<file path="src/rtl/icap_cfg_sequencer.sv">
// icap_cfg_sequencer: turns single register read/write requests into complete
// ICAP packet streams (dummy, sync, type-1 header, data, DESYNC tail), with
// read-mode turnaround, multi-word readback and a BUSY timeout.
module icap_cfg_sequencer #(
    parameter int DATA_W         = 16,
    parameter int BIT_REVERSE    = 1,
    parameter int CMD_ADDR       = 5,
    parameter int CNT_W          = 5,
    parameter int TIMEOUT_CYCLES = 1024
) (
    input  logic              clock,
    input  logic              reset,
    input  logic              req_valid,
    output logic              req_ready,
    input  logic              req_op,
    input  logic [5:0]        req_addr,
    input  logic [DATA_W-1:0] req_data,
    input  logic [CNT_W-1:0]  req_count,
    output logic              rd_valid,
    output logic [DATA_W-1:0] rd_data,
    output logic              rd_last,
    output logic              done,
    output logic              err,
    output logic              icap_ce_n,
    output logic              icap_write_n,
    output logic [DATA_W-1:0] icap_i,
    input  logic [DATA_W-1:0] icap_o,
    input  logic              icap_busy
);
    localparam int TO_W = $clog2(TIMEOUT_CYCLES + 1);

    localparam logic [4:0] S_IDLE      = 5'd0;
    localparam logic [4:0] S_DUMMY     = 5'd1;
    localparam logic [4:0] S_SYNC      = 5'd2;
    localparam logic [4:0] S_NOOP_PRE  = 5'd3;
    localparam logic [4:0] S_HDR       = 5'd4;
    localparam logic [4:0] S_WDATA     = 5'd5;
    localparam logic [4:0] S_RD_NOOP   = 5'd6;
    localparam logic [4:0] S_RD_TURN_A = 5'd7;
    localparam logic [4:0] S_RD_TURN_B = 5'd8;
    localparam logic [4:0] S_RD_DATA   = 5'd9;
    localparam logic [4:0] S_RD_END_A  = 5'd10;
    localparam logic [4:0] S_RD_END_B  = 5'd11;
    localparam logic [4:0] S_NOOP_POST = 5'd12;
    localparam logic [4:0] S_DHDR      = 5'd13;
    localparam logic [4:0] S_DDATA     = 5'd14;
    localparam logic [4:0] S_NOOP_TAIL = 5'd15;
    localparam logic [4:0] S_FINISH    = 5'd16;

    localparam logic [1:0] OP_READ  = 2'b01;
    localparam logic [1:0] OP_WRITE = 2'b10;

    localparam logic [DATA_W-1:0] DUMMY_WORD  = '1;
    localparam logic [DATA_W-1:0] NOOP_WORD   = (DATA_W == 32) ? DATA_W'(32'h2000_0000) : DATA_W'(16'h2000);
    localparam logic [DATA_W-1:0] SYNC_W0     = (DATA_W == 32) ? DATA_W'(32'hAA99_5566) : DATA_W'(16'hAA99);
    localparam logic [DATA_W-1:0] SYNC_W1     = DATA_W'(16'h5566);
    localparam logic [DATA_W-1:0] DESYNC_WORD = DATA_W'(16'h000D);

    // Type-1 packet header in the layout of the configured port width.
    function automatic logic [DATA_W-1:0] type1_hdr(input logic [1:0] op, input logic [5:0] addr,
                                                    input logic [10:0] cnt);
        logic [15:0] h16;
        logic [31:0] h32;
        h16 = {3'b001, op, addr, cnt[4:0]};
        h32 = {3'b001, op, 9'b0, addr[4:0], 2'b00, cnt};
        if (DATA_W == 32) return DATA_W'(h32);
        return DATA_W'(h16);
    endfunction

    // Per-byte bit reversal; it is its own inverse, so it serves both directions.
    function automatic logic [DATA_W-1:0] bit_order(input logic [DATA_W-1:0] w);
        logic [DATA_W-1:0] r;
        r = w;
        if (BIT_REVERSE != 0) begin
            for (int b = 0; b < DATA_W / 8; b++) begin
                for (int i = 0; i < 8; i++) begin
                    r[b*8 + i] = w[b*8 + 7 - i];
                end
            end
        end
        return r;
    endfunction

    logic [4:0]        state_q, state_nxt;
    logic              idx_q, idx_nxt;
    logic              op_q;
    logic [5:0]        addr_q;
    logic [DATA_W-1:0] data_q;
    logic [CNT_W-1:0]  cnt_q;
    logic [CNT_W-1:0]  cnt_eff;
    logic [CNT_W-1:0]  rcnt_q;
    logic [TO_W-1:0]   tcnt_q;
    logic              err_sticky_q;
    logic              accept, rd_take, rd_final, rd_abort;
    logic [DATA_W-1:0] word_nxt;
    logic              ce_n_nxt, write_n_nxt;

    assign accept   = req_valid && ((state_q == S_IDLE) || (state_q == S_FINISH));
    assign cnt_eff  = (cnt_q == '0) ? CNT_W'(1) : cnt_q;
    assign rd_take  = (state_q == S_RD_DATA) && !icap_busy;
    assign rd_final = rd_take && (rcnt_q == cnt_eff - CNT_W'(1));
    assign rd_abort = (state_q == S_RD_DATA) && icap_busy && (tcnt_q == TO_W'(TIMEOUT_CYCLES - 1));

    // Sequence walker; idx selects the second word of two-word states.
    always_comb begin
        state_nxt = state_q;
        idx_nxt   = 1'b0;
        case (state_q)
            S_IDLE:      if (req_valid) state_nxt = S_DUMMY;
            S_FINISH:    state_nxt = req_valid ? S_DUMMY : S_IDLE;
            S_DUMMY:     state_nxt = S_SYNC;
            S_SYNC: begin
                if (DATA_W == 16 && !idx_q) idx_nxt = 1'b1;
                else                        state_nxt = S_NOOP_PRE;
            end
            S_NOOP_PRE:  state_nxt = S_HDR;
            S_HDR:       state_nxt = op_q ? S_RD_NOOP : S_WDATA;
            S_WDATA:     state_nxt = S_NOOP_POST;
            S_RD_NOOP: begin
                if (!idx_q) idx_nxt = 1'b1;
                else        state_nxt = S_RD_TURN_A;
            end
            S_RD_TURN_A: state_nxt = S_RD_TURN_B;
            S_RD_TURN_B: state_nxt = S_RD_DATA;
            S_RD_DATA:   if (rd_final || rd_abort) state_nxt = S_RD_END_A;
            S_RD_END_A:  state_nxt = S_RD_END_B;
            S_RD_END_B:  state_nxt = S_NOOP_POST;
            S_NOOP_POST: state_nxt = S_DHDR;
            S_DHDR:      state_nxt = S_DDATA;
            S_DDATA:     state_nxt = S_NOOP_TAIL;
            S_NOOP_TAIL: begin
                if (!idx_q) idx_nxt = 1'b1;
                else        state_nxt = S_FINISH;
            end
            default:     state_nxt = S_IDLE;
        endcase
    end

    // ICAP word and strobes for the state about to be entered, so the port is registered.
    always_comb begin
        word_nxt    = DUMMY_WORD;
        ce_n_nxt    = 1'b0;
        write_n_nxt = 1'b0;
        case (state_nxt)
            S_DUMMY:     word_nxt = DUMMY_WORD;
            S_SYNC:      word_nxt = idx_nxt ? SYNC_W1 : SYNC_W0;
            S_NOOP_PRE, S_RD_NOOP, S_NOOP_POST, S_NOOP_TAIL:
                         word_nxt = NOOP_WORD;
            S_HDR:       word_nxt = op_q ? type1_hdr(OP_READ, addr_q, 11'(cnt_eff))
                                         : type1_hdr(OP_WRITE, addr_q, 11'd1);
            S_WDATA:     word_nxt = data_q;
            S_DHDR:      word_nxt = type1_hdr(OP_WRITE, 6'(CMD_ADDR), 11'd1);
            S_DDATA:     word_nxt = DESYNC_WORD;
            S_RD_TURN_A: ce_n_nxt = 1'b1;
            S_RD_TURN_B: begin ce_n_nxt = 1'b1; write_n_nxt = 1'b1; end
            S_RD_DATA:   write_n_nxt = 1'b1;
            S_RD_END_A:  begin ce_n_nxt = 1'b1; write_n_nxt = 1'b1; end
            S_RD_END_B:  ce_n_nxt = 1'b1;
            default:     ce_n_nxt = 1'b1;
        endcase
    end

    // Request fields are frozen at acceptance for the whole sequence.
    always_ff @(posedge clock) begin
        if (accept) begin
            op_q   <= req_op;
            addr_q <= req_addr;
            data_q <= req_data;
            cnt_q  <= req_count;
        end
    end

    // Control state, ICAP port registers, readback capture and status pulses.
    always_ff @(posedge clock) begin
        if (reset) begin
            state_q      <= S_IDLE;
            idx_q        <= 1'b0;
            rcnt_q       <= '0;
            tcnt_q       <= '0;
            err_sticky_q <= 1'b0;
            req_ready    <= 1'b1;
            rd_valid     <= 1'b0;
            rd_last      <= 1'b0;
            rd_data      <= '0;
            done         <= 1'b0;
            err          <= 1'b0;
            icap_ce_n    <= 1'b1;
            icap_write_n <= 1'b0;
            icap_i       <= '1;
        end else begin
            state_q      <= state_nxt;
            idx_q        <= idx_nxt;
            req_ready    <= (state_nxt == S_IDLE) || (state_nxt == S_FINISH);
            done         <= (state_nxt == S_FINISH);
            err          <= (state_nxt == S_FINISH) && err_sticky_q;
            icap_ce_n    <= ce_n_nxt;
            icap_write_n <= write_n_nxt;
            icap_i       <= bit_order(word_nxt);
            rd_valid     <= rd_take;
            rd_last      <= rd_final;
            if (rd_take) rd_data <= bit_order(icap_o);

            if (state_q == S_RD_TURN_B) rcnt_q <= '0;
            else if (rd_take)           rcnt_q <= rcnt_q + CNT_W'(1);

            if (state_q != S_RD_DATA || rd_take) tcnt_q <= '0;
            else                                 tcnt_q <= tcnt_q + TO_W'(1);

            if (state_nxt == S_DUMMY) err_sticky_q <= 1'b0;
            else if (rd_abort)        err_sticky_q <= 1'b1;
        end
    end

endmodule

</file>
<file path="config.mk">
export PLATFORM = sky130hd
export DESIGN_NAME = icap_cfg_sequencer
export DESIGN_NICKNAME = d
export VERILOG_FILES = /design/src/rtl/icap_cfg_sequencer.sv
export SDC_FILE = /design/constraint.sdc
export NUM_CORES = 1
export LEC_CHECK = 0
export BUFFER_PORTS_ARGS = -buffer_cell sky130_fd_sc_hd__buf_4
export CAP_MARGIN = 25
export CORE_ASPECT_RATIO = 1.5
export CORE_MARGIN = 8
export CORE_UTILIZATION = 35
export DETAILED_ROUTE_END_ITERATION = 10
export MAX_ROUTING_LAYER = met4
export SLEW_MARGIN = 30
export SYNTH_ARGS = -nofsm -noshare
export SYNTH_HDL_FRONTEND = slang
export SYNTH_SLANG_ARGS = --single-unit
</file>
<file path="constraint.sdc">
create_clock -name clock -period 5.8 [get_ports clock]
set_clock_uncertainty 0.1 [all_clocks]
set_input_delay 1.16 -clock clock [delete_from_list [all_inputs] [get_ports clock]]
set_output_delay 1.16 -clock clock [all_outputs]
set_load 0.02 [all_outputs]
</file>
==> metrics.md <==
| Metric | Value |
|---|---|
| Outcome | `completed` |
| H-tree depth | `3` |
| Initial drt markers | `145` |
| # Post-CTS Setup Buffers | `0` |
| Metal2 WL | `~4.8 mm` |
| RD Place Congestion | `0.8736` |
| Remaining DRCs | `0` |
| TNS Setup | `0 ns` |
| Final period utilization | `0.5707` |
| Overall global routing resource usage | `0.1335` |
| Drt wl/cell | `between 15 and 20 um` |
| WP data arrival | `3.48 ns` |
| Main flop type after synthesis | `dfxtp_1` |
| Post-route ant nets | `0` |
| Relative slew slack | `0.4378` |
| Synthesized cell area | `between 3000 and 4000 sq um` |
| Vias in the first global route | `approximately 2,800` |
| Die width | `98.26 um` |
| Clock transition at path regs | `0.06 ns` |
| Routed met3 length | `roughly 310 um` |
| Die H | `between 100 and 150 um` |
| Hold_buf cts | `0` |
| First-pass GRT wire length | `around 14 mm` |
| Initial Utilization | `0.3544` |
| Critical path type | `flop to flop` |
| Placed Cells | `between 500 and 600` |
| Final Hold Violating Endpoints | `0` |
| RSZ-0062 raised after global routing | `no` |
| Crit path buf inv count | `0` |
| Fmax | `302.1 MHz` |
| Area growth from synthesis to final layout | `28.67%` |
| Levels on crit path | `8` |
| Initial antenna violation count | `0` |
| Row cnt | `45` |
| Crit path largest cell delay | `0.55 ns` |
| Count leader, synth | `dfxtp_1` |
| I/O Pins | `87` |
| Worst Max-Slew Pin Slew | `roughly 0.84 ns` |
| Worst EP required | `between 5 and 6 ns` |
| Crit end category | `flop` |
| Worst vdd ir | `roughly 170 uV` |
| CTS sink count | `90` |
| Final HPWL DP | `approximately 6.4 mm` |
| Antenna cell count | `0` |
| Fin crit period | `3.310 ns` |
| Via density per instance | `~5.0` |
| Leak pwr | `1.728 nW` |
| Slowest-stage cell, CP | `dfxtp_1` |
| Syn Nets | `about 390` |
| CTS resizes | `0` |
| DR pass1 iterations | `5` |
| NumNets Final | `roughly 480` |
| Synth cell types | `slightly below 50` |
| Synth area leader | `dfxtp_1` |
| Worst hold stages | `2` |
| Vias | `between 2,000 and 3,000` |
| Largest delay share family, worst path | `compound AO/OA/AOI/OAI gates` |
| CTS Buf Count | `9` |
| Fillcell total | `approximately 950` |
| Max cap viols | `0` |
| CTS Root Buffer Type | `clkbuf_16` |
| Full die area | `around 14,000 sq um` |
| Layout cells sized above 1 | `0.2651` |
| Final Max Tran Viols | `0` |
| Yosys warning total | `0` |
| Synth top area cells | `dfxtp_1 35%, edfxtp_1 24%, nand2_1 5.2%` |
| Seq cells post-synth | `90` |
| Setup violations, final | `0` |
| Async SR Flop Fraction | `0` |
| Post-synth EDFFs | `28` |
| Crit Path Max Fanout | `20` |
| Drt total wl | `8.779 mm` |
| Largest net degree at the start of global routing | `35` |
| Crit path top cell by count | `nand2b_1` |
| Cells after Synth | `between 300 and 400` |
| Top sig layer | `met4` |
| Layout Cells excl Fill | `approximately 550` |
| Hold Path Class | `flop to flop` |
| Type of origin of the critical path | `flop` |
| Worst-skew pair later-pin latency | `0.33 ns` |
| Power per cell area | `320.6 nW/um^2` |
| R2R depth | `8` |
| Overflow after GRT | `0` |
| Metal-1 WL | `approximately 3.4 mm` |
| FF-to-FF setup slack | `about 2.5 ns` |
| Crit path cell chain | `nand2b_1 > nor3b_2 > nand2b_1 > a2111oi_4 > o31a_4 > o211ai_2 > a211o_4 > o21bai_1` |
| Port buffer count | `86` |
| Syn Area/Cell | `about 10 sq um` |
| CTS tree | `done` |
| Most instantiated cells after synthesis | `62 x dfxtp_1, 49 x nand2_1, 35 x nor2_1` |
| Sequential share of the synthesized area | `0.5861` |
| Share of the synthesized area in the top cell type | `0.3494` |
| Core footprint | `about 10,000 sq um` |
| Clock Tree Buf Depth | `2` |
## kinds of logic after synthesis
group	after synthesis	synth area share
multiplexers	2	0.005988
AND/OR/NAND/NOR	148	0.2047
flip-flops	90	0.5861
XOR/XNOR	16	0.03945
buffers and inverters	25	0.03170
adder cells (fa/ha/maj)	2	0.007044
AO/OA/AOI/OAI	61	0.1250
## through the flow
stage                       util  instance area, sq um  setup WS [ns]  hold slack (ns)  power (W)
after detailed placement  0.4267                  4277          2.355           0.3444  0.0009144
after global routing      0.4561                  4571          2.246           0.3672   0.001525
final                     0.4561                  4571          2.490           0.3562   0.001465
after global placement    0.4267                  4277          2.433           0.3364  0.0009110
after floorplan                -                  3552          2.642           0.3293  0.0008342
after CTS                 0.4561                  4571          2.499           0.3554   0.001485
## cell usage in the layout, fill, tap and decap left out, types with 3 or more instances in the layout
cell and count:
buf_4 89, dfxtp_1 62, nand2_1 49, nor2_1 35, edfxtp_1 28, a21oi_1 26
nand3_1 18, nor3_1 11, a221oi_1 9, clkbuf_16 9, xnor2_1 8, xor2_1 8
inv_1 6, nor2b_1 5, o21ai_0 5, nor4b_1 4, a22oi_1 4, and3_1 3
nand2b_1 3, o21a_1 3, nand4_1 3, nor4_1 3, or3_1 3
## flip-flops by register name, indices dropped and copies added, names as in the netlist
| signal | flops |
|---|---|
| op_q | 1 |
| err_sticky_q | 1 |
| idx_q | 1 |
| rd_last | 1 |
| err | 1 |
| state_q | 5 |
| rd_valid | 1 |
| req_ready | 1 |
| done | 1 |
| icap_ce_n | 1 |
| rd_data | 16 |
| cnt_q | 5 |
| rcnt_q | 5 |
| addr_q | 6 |
| icap_write_n | 1 |
| tcnt_q | 11 |
| data_q | 16 |
| icap_i | 16 |
## layer usage
layer | track usage | vias to the layer above
met3 | 0.03744 | 20
met5 | - | -
met1 | 0.1281 | 1279
li1 | - | 1383
met4 | 0.07149 | 0
met2 | 0.2371 | 60
## report_power, final
| group | internal (W) | switching, W |
|---|---|---|
| Sequential | 0.000696 | 0.0000243 |
| Clock | 0.000334 | 0.000233 |
| Combinational | 0.0000770 | 0.000101 |
| Total | 0.00111 | 0.000358 |
## area by class of cell
type / instances / area [sq um] / share of cell area
well taps: 117 / 146.4 / 0.03203
clock inverters: 6 / 65.06 / 0.01423
repair buffers: 89 / 668.1 / 0.1462
flip-flops and latches: 90 / 2082 / 0.4555
clock buffers: 10 / 229.0 / 0.05010
inverters: 6 / 22.52 / 0.004927
multi-input cells: 229 / 1358 / 0.2970
## final timing paths
path / from / to
hold reg to reg: rd_data[15]$_SDFFE_PP0P_ / rd_data[15]$_SDFFE_PP0P_
setup / recovery: state_q[3]$_SDFF_PP0_ / icap_ce_n$_SDFF_PP1_
setup reg to reg: state_q[3]$_SDFF_PP0_ / icap_ce_n$_SDFF_PP1_
hold / removal: rd_data[15]$_SDFFE_PP0P_ / rd_data[15]$_SDFFE_PP0P_
## worst reg2reg max path, stage by stage, from the launching register on
cell       delay (ns)
dfxtp_1          0.55
nand2b_1         0.22
nor3b_2          0.40
nand2b_1         0.52
a2111oi_4        0.52
o31a_4           0.24
o211ai_2         0.10
a211o_4          0.44
o21bai_1         0.15
(Power assumes the default switching activity.)
